<file path="config.mk">
export PLATFORM = sky130hd
export DESIGN_NAME = i2c_write_sequencer
export DESIGN_NICKNAME = d
export VERILOG_FILES = /design/src/rtl/i2c_write_sequencer.sv
export SDC_FILE = /design/constraint.sdc
export NUM_CORES = 1
export LEC_CHECK = 0
export CORE_MARGIN = 8
export CORE_UTILIZATION = 45
export DETAILED_ROUTE_END_ITERATION = 8
export HOLD_SLACK_MARGIN = 0.08
export PLACE_DENSITY_LB_ADDON = 0.1
export SLEW_MARGIN = 20
export SYNTH_ARGS = -nofsm -noshare
export SYNTH_HDL_FRONTEND = slang
export SYNTH_SLANG_ARGS = --single-unit
</file>
<file path="constraint.sdc">
create_clock -name i_clk -period 2.64 [get_ports i_clk]
set_input_delay 0.528 -clock i_clk [delete_from_list [all_inputs] [get_ports i_clk]]
set_output_delay 0.528 -clock i_clk [all_outputs]
set_load 0.03 [all_outputs]
</file>
<file path="src/rtl/i2c_write_sequencer.sv">
// Sequences an I2C master through one register write: START, device address (W),
// register pointer, cmd_len data bytes, STOP. Optional per-phase watchdog: I2C_TIMEOUT_EN.
module i2c_write_sequencer #(
    parameter int LEN_W          = 4,
    parameter int TIMEOUT_CYCLES = 100000,
    parameter int TO_W           = 17
) (
    input  logic             i_clk,
    input  logic             i_rst,
    input  logic             i_cmd_valid,
    output logic             o_cmd_ready,
    input  logic [6:0]       i_cmd_dev_addr,
    input  logic [7:0]       i_cmd_reg_addr,
    input  logic [LEN_W-1:0] i_cmd_len,
    input  logic [7:0]       i_wdata,
    input  logic             i_wdata_valid,
    output logic             o_wdata_ready,
    output logic             o_busy,
    output logic             o_done,
    output logic             o_err,
    output logic             o_m_i2c_en,
    output logic             o_m_start,
    output logic             o_m_wr_en,
    output logic             o_m_stop,
    output logic [7:0]       o_m_tx_data,
    input  logic             i_m_ready,
    input  logic             i_m_hold,
    input  logic             i_m_tx_done
);

    localparam logic [3:0] S_IDLE      = 4'd0;
    localparam logic [3:0] S_SEND_ADDR = 4'd1;
    localparam logic [3:0] S_WAIT_ADDR = 4'd2;
    localparam logic [3:0] S_SEND_REG  = 4'd3;
    localparam logic [3:0] S_WAIT_REG  = 4'd4;
    localparam logic [3:0] S_SEND_DATA = 4'd5;
    localparam logic [3:0] S_WAIT_DATA = 4'd6;
    localparam logic [3:0] S_STOP      = 4'd7;
    localparam logic [3:0] S_WAIT_IDLE = 4'd8;

    logic [3:0]       r_state;
    logic [6:0]       r_dev_addr;
    logic [7:0]       r_reg_addr;
    logic [LEN_W-1:0] r_len;
    logic             r_busy;
    logic             r_done;
    logic             r_m_start;
    logic             r_m_stop;
    logic             r_wdata_ready;
    logic [7:0]       r_m_tx_data;

    logic [3:0]       w_state_nxt;
    logic             w_cmd_ready;
    logic             w_accept;
    logic             w_send;
    logic             w_take;
    logic             w_stop;
    logic             w_finish;
    logic             w_abort;
    logic [7:0]       w_tx_byte;

`ifdef I2C_TIMEOUT_EN
    localparam logic [TO_W-1:0] TO_LAST = TO_W'(TIMEOUT_CYCLES - 1);

    logic [TO_W-1:0] r_to_cnt;
    logic            r_abort;
    logic            r_err;
    logic            w_to_inc;
    logic            w_to_hit;

    // The watchdog is frozen while the data source has nothing to offer.
    assign w_to_inc = (r_state != S_IDLE) &&
                      ((r_state != S_SEND_DATA) || i_wdata_valid);
    assign w_to_hit = w_to_inc && (r_to_cnt == TO_LAST);
`endif

    assign w_cmd_ready = (r_state == S_IDLE) && i_m_ready && !i_rst;
    assign w_accept    = i_cmd_valid && w_cmd_ready;

    always_comb begin
        w_state_nxt = r_state;
        w_send      = 1'b0;
        w_take      = 1'b0;
        w_stop      = 1'b0;
        w_finish    = 1'b0;
        w_abort     = 1'b0;
        w_tx_byte   = r_m_tx_data;
        case (r_state)
            S_IDLE: begin
                if (w_accept) begin
                    w_state_nxt = S_SEND_ADDR;
                end
            end
            S_SEND_ADDR: begin
                if (i_m_ready) begin
                    w_send      = 1'b1;
                    w_tx_byte   = {r_dev_addr, 1'b0};
                    w_state_nxt = S_WAIT_ADDR;
                end
            end
            S_WAIT_ADDR: begin
                if (i_m_tx_done) begin
                    w_state_nxt = S_SEND_REG;
                end
            end
            S_SEND_REG: begin
                if (i_m_hold) begin
                    w_send      = 1'b1;
                    w_tx_byte   = r_reg_addr;
                    w_state_nxt = S_WAIT_REG;
                end
            end
            S_WAIT_REG, S_WAIT_DATA: begin
                if (i_m_tx_done) begin
                    w_state_nxt = (r_len != '0) ? S_SEND_DATA : S_STOP;
                end
            end
            S_SEND_DATA: begin
                if (i_m_hold && i_wdata_valid) begin
                    w_send      = 1'b1;
                    w_take      = 1'b1;
                    w_tx_byte   = i_wdata;
                    w_state_nxt = S_WAIT_DATA;
                end
            end
            S_STOP: begin
                if (i_m_hold) begin
                    w_stop      = 1'b1;
                    w_state_nxt = S_WAIT_IDLE;
                end
            end
            S_WAIT_IDLE: begin
                // m_ready sampled alongside the m_stop pulse may be stale.
                if (i_m_ready && !r_m_stop) begin
                    w_finish    = 1'b1;
                    w_state_nxt = S_IDLE;
                end
            end
            default: begin
                w_state_nxt = S_IDLE;
            end
        endcase
`ifdef I2C_TIMEOUT_EN
        if (w_to_hit && (w_state_nxt == r_state)) begin
            w_abort = 1'b1;
            if (r_state == S_WAIT_IDLE) begin
                w_finish    = 1'b1;
                w_state_nxt = S_IDLE;
            end else if (i_m_hold) begin
                w_state_nxt = S_STOP;
            end else begin
                w_state_nxt = S_WAIT_IDLE;
            end
        end
`endif
    end

    always_ff @(posedge i_clk) begin
        if (i_rst) begin
            r_state       <= S_IDLE;
            r_len         <= '0;
            r_busy        <= 1'b0;
            r_done        <= 1'b0;
            r_m_start     <= 1'b0;
            r_m_stop      <= 1'b0;
            r_wdata_ready <= 1'b0;
            r_m_tx_data   <= 8'h00;
        end else begin
            r_state       <= w_state_nxt;
            r_done        <= w_finish;
            r_m_start     <= w_send;
            r_m_stop      <= w_stop;
            r_wdata_ready <= w_take;
            r_m_tx_data   <= w_tx_byte;
            if (w_accept) begin
                r_busy <= 1'b1;
                r_len  <= i_cmd_len;
            end else begin
                if (w_finish) begin
                    r_busy <= 1'b0;
                end
                if (w_take) begin
                    r_len <= r_len - LEN_W'(1);
                end
            end
        end
    end

    always_ff @(posedge i_clk) begin
        if (w_accept) begin
            r_dev_addr <= i_cmd_dev_addr;
            r_reg_addr <= i_cmd_reg_addr;
        end
    end

`ifdef I2C_TIMEOUT_EN
    always_ff @(posedge i_clk) begin
        if (i_rst) begin
            r_to_cnt <= '0;
            r_abort  <= 1'b0;
            r_err    <= 1'b0;
        end else begin
            if (w_state_nxt != r_state) begin
                r_to_cnt <= '0;
            end else if (w_to_inc) begin
                r_to_cnt <= r_to_cnt + TO_W'(1);
            end
            if (w_accept) begin
                r_abort <= 1'b0;
            end else if (w_abort) begin
                r_abort <= 1'b1;
            end
            r_err <= w_finish && (r_abort || w_abort);
        end
    end

    assign o_err = r_err;
`else
    logic [31:0] w_unused_cfg;
    assign w_unused_cfg = 32'(TIMEOUT_CYCLES + TO_W);
    assign o_err        = 1'b0;
`endif

    assign o_cmd_ready   = w_cmd_ready;
    assign o_wdata_ready = r_wdata_ready;
    assign o_busy        = r_busy;
    assign o_done        = r_done;
    assign o_m_i2c_en    = r_busy;
    assign o_m_start     = r_m_start;
    assign o_m_wr_en     = r_m_start;
    assign o_m_stop      = r_m_stop;
    assign o_m_tx_data   = r_m_tx_data;

endmodule
</file>
==> run_results.csv, run 1 <==
group,metric,value,unit
outcome,status,"completed",
sta,fin_tns_setup,0,ps
pwr,combPwrFrac,0.306,
synth,synthFlopType,"dfxtp_1",
worst_setup_path,end_kind,"primary output",
pwr,seqPwrFrac,0.412,
sta,hold_violations,0,
sta,rsz0062_at_grt,"false",
finish,drive_gt1_frac,0.141,
pwr,switching_share,0.308,
synth,netlist_area,0.00169,sq mm
worst_setup_path,r2r_slack,530,ps
synth,yosysMostFrequentCell,"dfxtp_1",
synth,async_flop_share,0,
worst_setup_path,cp-start-kind,"flip-flop",
clocking,clk_latency,290,ps
floorplanning,rows,22,
place,place_ws,393,ps
floorplanning,dieHeight,77.2,microns
sta,tightest_slew,546,ps
pwr,power_leakage,0.000784,uW
clocking,cts-root-buf,"clkbuf_8",
clocking,clk_pin_slew,70,ps
routing,antenna_left,0,
synth,synth_seq_cells,36,
routing,drt-total-wl,4.17,mm
clocking,cts_tree,"yes",
pwr,clkPwrFrac,0.282,
worst_setup_path,criticalPathCategory,"reg -> out",
floorplanning,start_util,0.464,
sta,period_minus_slack,2280,ps
routing,wl_per_cell,16.5,microns
routing,drc,0,
floorplanning,coreArea,0.00363,sq mm
hold_path,hold_class,"reg -> reg",
clocking,clock_sinks,36,
sta,setup_slack,356,ps
worst_setup_path,cp-startpoint,"r_state[2]$_SDFFE_PP0P_",
place,port_buffers,49,
pwr,irDropWorstVdd,450,uV
synth,synth_nets,192,
clocking,h-tree-depth,2,
clocking,cts_buffers,5,
global_route,grt-ovfl-total,0,
global_route,track_usage,0.144,
worst_setup_path,crit_end,"o_cmd_ready",
floorplanning,dieArea,0.00596,sq mm
synth,ys_top_cells_by_area,"edfxtp_1 (27%), dfxtp_1 (25%), a311oi_1 (3.6%), a21oi_1 (3.6%), a22oi_1 (3.6%)",
worst_setup_path,r2r_cells,4,
clocking,cts_hold_buf,0,
routing,drtIter0Drc,92,
pwr,p_per_area,737,mW/mm^2
synth,ys_types,47,
global_route,grt_max_degree,19,
synth,postSynthAreaPerCell,10.8,sq um
worst_setup_path,cp.required,2110,ps
pwr,p_sw,523,uW
global_route,grt_pass1_wl,6.96,mm
global_route,grt_pass1_vias,1442,
worst_setup_path,reg2reg_from,"r_state[1]$_SDFFE_PP0P_",
floorplanning,pin_count,51,
finish,area_delta_synth_final,36.5,%
routing,first_pass_iters,4,
sta,setup_viol,0,
routing,vias,1384,
worst_setup_path,worstPathMaxFanout,14,
worst_setup_path,reg2reg_to,"r_len[3]$_SDFFE_PP0P_",
clocking,cts-resized-gates,0,
synth,yosys-top-cells-count,"dfxtp_1 (21), edfxtp_1 (15), a21oi_1 (12), nand2_1 (12), a22oi_1 (8)",
synth,synth_top_area_share,0.267,
sta,fin_crit_sh,0.865,
synth,yosysWarnings,0,
sta,max_freq,438,MHz
flow_run,max_cap_violations,0,
place,gp_congestion,0.856,
finish,diodes,0,
worst_setup_path,worstPathArrival,1760,ps
floorplanning,dieWidth,77.2,microns
synth,syn-instance-count,156,
global_route,antenna_found_initial,0,
place,post-dp-hpwl,3.01,mm
pwr,p_int,1170,uW
routing,via_per_inst,5.47,
synth,ys_seq_area_frac,0.517,
finish,nNetsFinal,240,
synth,synth_edf_count,15,
clocking,cts_buffer_depth,2,
synth,synth.largest_area_cell,"edfxtp_1",
clocking,post_cts_buffers,0,
sta,worst_clock_skew,2.92,ps
sta,slew_headroom,0.636,
sta,drv_slew,0,
power by group through the flow:
stage / clock (uW) / combinational [uW] / sequential [uW]
2_1_floorplan: 0 / 274 / 765
3_3_place_gp: 0 / 510 / 708
3_5_place_dp: 0 / 517 / 711
4_1_cts: 487 / 521 / 700
5_1_grt: 511 / 558 / 709
6_report: 477 / 519 / 699
cell families after synthesis:
kind of cell               synth area share
buffers and inverters                0.0646
xor gates and xnor gates             0.0104
and+or+nand+nor                       0.183
DFF                                   0.517
other                               0.00223
muxes                                0.0193
adders and majority gates            0.0148
AOI/OAI and AO/OA                     0.189
how the worst min path moves through the flow:
stage | from | end | slack, ps | depth (start not counted)
after global routing | r_len[1]$_SDFFE_PP0P_ | r_len[1]$_SDFFE_PP0P_ | 530 | 2
after CTS | r_len[1]$_SDFFE_PP0P_ | r_len[1]$_SDFFE_PP0P_ | 510 | 2
after global placement | r_len[1]$_SDFFE_PP0P_ | r_len[1]$_SDFFE_PP0P_ | 480 | 2
final | r_len[1]$_SDFFE_PP0P_ | r_len[1]$_SDFFE_PP0P_ | 510 | 2
after floorplan | r_len[1]$_SDFFE_PP0P_ | r_len[1]$_SDFFE_PP0P_ | 460 | 2
after detailed placement | r_len[1]$_SDFFE_PP0P_ | r_len[1]$_SDFFE_PP0P_ | 500 | 2
sequential cells by signal, summed over array words and instances (netlist names):
signal and flops:
o_wdata_ready 1, r_reg_addr 8, r_state 4, r_dev_addr 7, o_busy 1, o_m_start 1, o_done 1, o_m_stop 1
r_len 4, o_m_tx_data 8
through the flow:
step / util / total power (uW) / hold WS, ps / cells / area [sq um]
3_5_place_dp: 0.603 / 1230 / 498 / 245 / 2190
4_1_cts: 0.633 / 1710 / 512 / 253 / 2300
2_1_floorplan: - / 1040 / 461 / 156 / 1690
3_3_place_gp: 0.603 / 1220 / 480 / 245 / 2190
5_1_grt: 0.633 / 1780 / 528 / 253 / 2300
6_report: 0.633 / 1700 / 508 / 253 / 2300
per-layer routing:
layer  global-route usage  routed length (microns)  up-vias
met1                0.149                     1670      634
met3               0.0629                      359        6
met4               0.0623                       62        0
li1                     -                        -      688
met5                    0                        0        -
met2                0.244                     2080       56
area by class of cell:
cell class,instances,area (sq um)
tap,48,60.1
clock buffer,5,68.8
inverter,4,20.0
sequential,36,871
fill,312,1330
clock inverter,3,42.5
multi-input combinational,102,706
timing repair buffer,55,533
worst max-delay path: stages (launching register included):
cell,delay (ps)
dfxtp_1,310
buf_4,180
or4_4,550
nor3b_1,220
buf_4,200
placed cells by master (no fill, tap or decap), types with 2 or more instances in the layout:
master | Yosys | final
nand3_1 | 4 | 4
a22oi_1 | 8 | 8
nor3b_1 | 2 | 2
and4bb_1 | 2 | 2
clkbuf_8 | 0 | 5
a31o_2 | 2 | 2
a31oi_1 | 2 | 2
nor3_1 | 6 | 6
nand2b_1 | 2 | 2
nor2_1 | 3 | 3
a211oi_2 | 2 | 2
inv_1 | 3 | 3
a211oi_1 | 2 | 2
ha_1 | 2 | 2
a32oi_1 | 2 | 2
clkdlybuf4s50_1 | 0 | 48
or3b_2 | 3 | 3
nor2b_1 | 4 | 4
mux2_2 | 2 | 2
nand2_1 | 12 | 12
buf_4 | 6 | 7
a21oi_1 | 12 | 12
o21ai_0 | 2 | 2
edfxtp_1 | 15 | 15
nand4_1 | 3 | 3
dfxtp_1 | 21 | 21
a311oi_1 | 7 | 7
(Power assumes the default switching activity.)
==> run 2: changes to the inputs <==
- CORE_ASPECT_RATIO: not set -> 0.7
- CORE_MARGIN: 8 -> 2
- CTS_BUF_LIST: not set -> sky130_fd_sc_hd__clkbuf_16
==> run 2 against run 1 <==
  * Core utilization grew 2.6 points
  * First-iteration DRC count shrank 17%
  * Highest routed layer unchanged
  * Critical path type unchanged
  * Sequential share of layout area shrank 0.71 points
  * Via count grew 0.65%
  * Register-to-register slack lost 80 ps
==> run_results.csv, run 2 (synthesis results as in run 1) <==
group,metric,value,unit
finish,seqCellArea,871,sq um
worst_setup_path,worstPathMaxFanout,14,
global_route,grt_pass1_wl,6.10,mm
place,gp_congestion,0.810,
floorplanning,rows,18,
worst_setup_path,cp.required,2110,ps
sta,setup_viol,0,
routing,via_per_inst,5.51,
global_route,grt_pass1_vias,1340,
floorplanning,dieWidth,77.1,microns
place,place_ws,403,ps
clocking,cts_buffer_depth,2,
sta,worst_clock_skew,3.43,ps
worst_setup_path,slowest_delay,550,ps
routing,drtIter0Drc,76,
flow_run,max_cap_violations,0,
clocking,post_cts_buffers,0,
clocking,clk_latency,280,ps
worst_setup_path,cp-start-kind,"flip-flop",
sta,drv_slew,0,
routing,drc,0,
global_route,antenna_found_initial,0,
clocking,cts_hold_buf,0,
sta,slew_headroom,0.641,
sta,fin_tns_setup,0,ps
routing,drt-total-wl,3.74,mm
finish,diodes,0,
finish,drive_gt1_frac,0.133,
sta,setup_slack,415,ps
clocking,clock_sinks,36,
worst_setup_path,path_cells,"buf_4 > or4_4 > nor3b_1 > buf_4",
finish,final_common_cell,"clkdlybuf4s50_1",
sta,hold_violations,0,
worst_setup_path,criticalPathCategory,"reg -> out",
clocking,clk_pin_slew,60,ps
finish,fillers,301,
sta,max_freq,449,MHz
routing,vias,1393,
floorplanning,dieHeight,55.2,microns
worst_setup_path,r2r_slack,450,ps
pwr,power_leakage,0.000799,uW
routing,wl_per_cell,14.8,microns
finish,multi_input_area,706,sq um
worst_setup_path,cp_common_cell,"buf_4",
finish,area_delta_synth_final,39.1,%
worst_setup_path,end_kind,"primary output",
worst_setup_path,worstPathArrival,1700,ps
clocking,cts_tree,"yes",
place,post-dp-hpwl,2.63,mm
sta,fin_crit_sh,0.843,
global_route,grt_max_degree,23,
pwr,p_per_area,799,mW/mm^2
finish,nNetsFinal,238,
clocking,cts-resized-gates,0,
finish,finalInstanceArea,0.00234,sq mm
floorplanning,dieArea,0.00426,sq mm
routing,antenna_left,0,
clocking,cts-root-buf,"clkbuf_16",
clocking,cts_buffers,5,
hold_path,hold_class,"reg -> reg",
floorplanning,start_util,0.474,
outcome,status,"completed",
global_route,grt-ovfl-total,0,
worst_setup_path,crit_slowest_cell,"or4_4",
floorplanning,coreArea,0.00356,sq mm
place,place_area,0.00218,sq mm
global_route,track_usage,0.182,
finish,final_cell_mix,"clkdlybuf4s50_1 (48), dfxtp_1 (21), edfxtp_1 (15)",
routing,first_pass_iters,4,
place,port_buffers,49,
sta,tightest_slew,539,ps
sta,period_minus_slack,2230,ps
clocking,h-tree-depth,2,
pwr,irDropWorstVdd,442,uV
floorplanning,pin_count,51,
sta,rsz0062_at_grt,"false",
-- run 2: final timing paths --
check	start	end	cells past startpoint
max	r_state[2]$_SDFFE_PP0P_	o_cmd_ready	4
min	r_len[1]$_SDFFE_PP0P_	r_len[1]$_SDFFE_PP0P_	2
max reg2reg	r_state[0]$_SDFFE_PP0P_	r_len[3]$_SDFFE_PP0P_	4
min reg2reg	r_len[1]$_SDFFE_PP0P_	r_len[1]$_SDFFE_PP0P_	2
-- run 2: layout make-up --
class | instances | share of cell area
Clock buffer | 5 | 0.0534
Inverter | 4 | 0.00854
Sequential cell | 36 | 0.371
Timing Repair Buffer | 53 | 0.221
Tap cell | 50 | 0.0267
Multi-Input combinational cell | 102 | 0.301
Clock inverter | 3 | 0.0181
-- run 2: routing by layer --
layer  up-vias  track usage  wire length, microns
li1        685            -                     -
met1       654        0.239                  1760
met2        50        0.293                  1730
met3         4       0.0490                   224
met4         0       0.0612                    27
met5         -            0                     0
-- run 2: stage by stage --
| step | hold slack [ps] | utilization | std cells | power, uW |
|---|---|---|---|---|
| 2_1_floorplan | 461 | - | 156 | 1040 |
| 3_3_place_gp | 477 | 0.612 | 245 | 1210 |
| 3_5_place_dp | 494 | 0.612 | 245 | 1220 |
| 4_1_cts | 502 | 0.659 | 253 | 1880 |
| 5_1_grt | 521 | 0.659 | 253 | 1950 |
| 6_report | 501 | 0.659 | 253 | 1870 |
-- run 2: critical path, delay by kind of cell (launching register included) --
| family | cells | cell delay (ps) |
|---|---|---|
| and+or+nand+nor | 2 | 750 |
| buffers and inverters | 2 | 370 |
| DFF | 1 | 300 |
-- run 2: power by group --
| part | total [uW] | internal (uW) | switching, uW | leakage [uW] |
|---|---|---|---|---|
| clock network | 661 | 443 | 219 | 0.0000798 |
| registers | 714 | 652 | 61.9 | 0.000308 |
| logic | 499 | 236 | 263 | 0.000412 |
| total | 1870 | 1330 | 543 | 0.000799 |
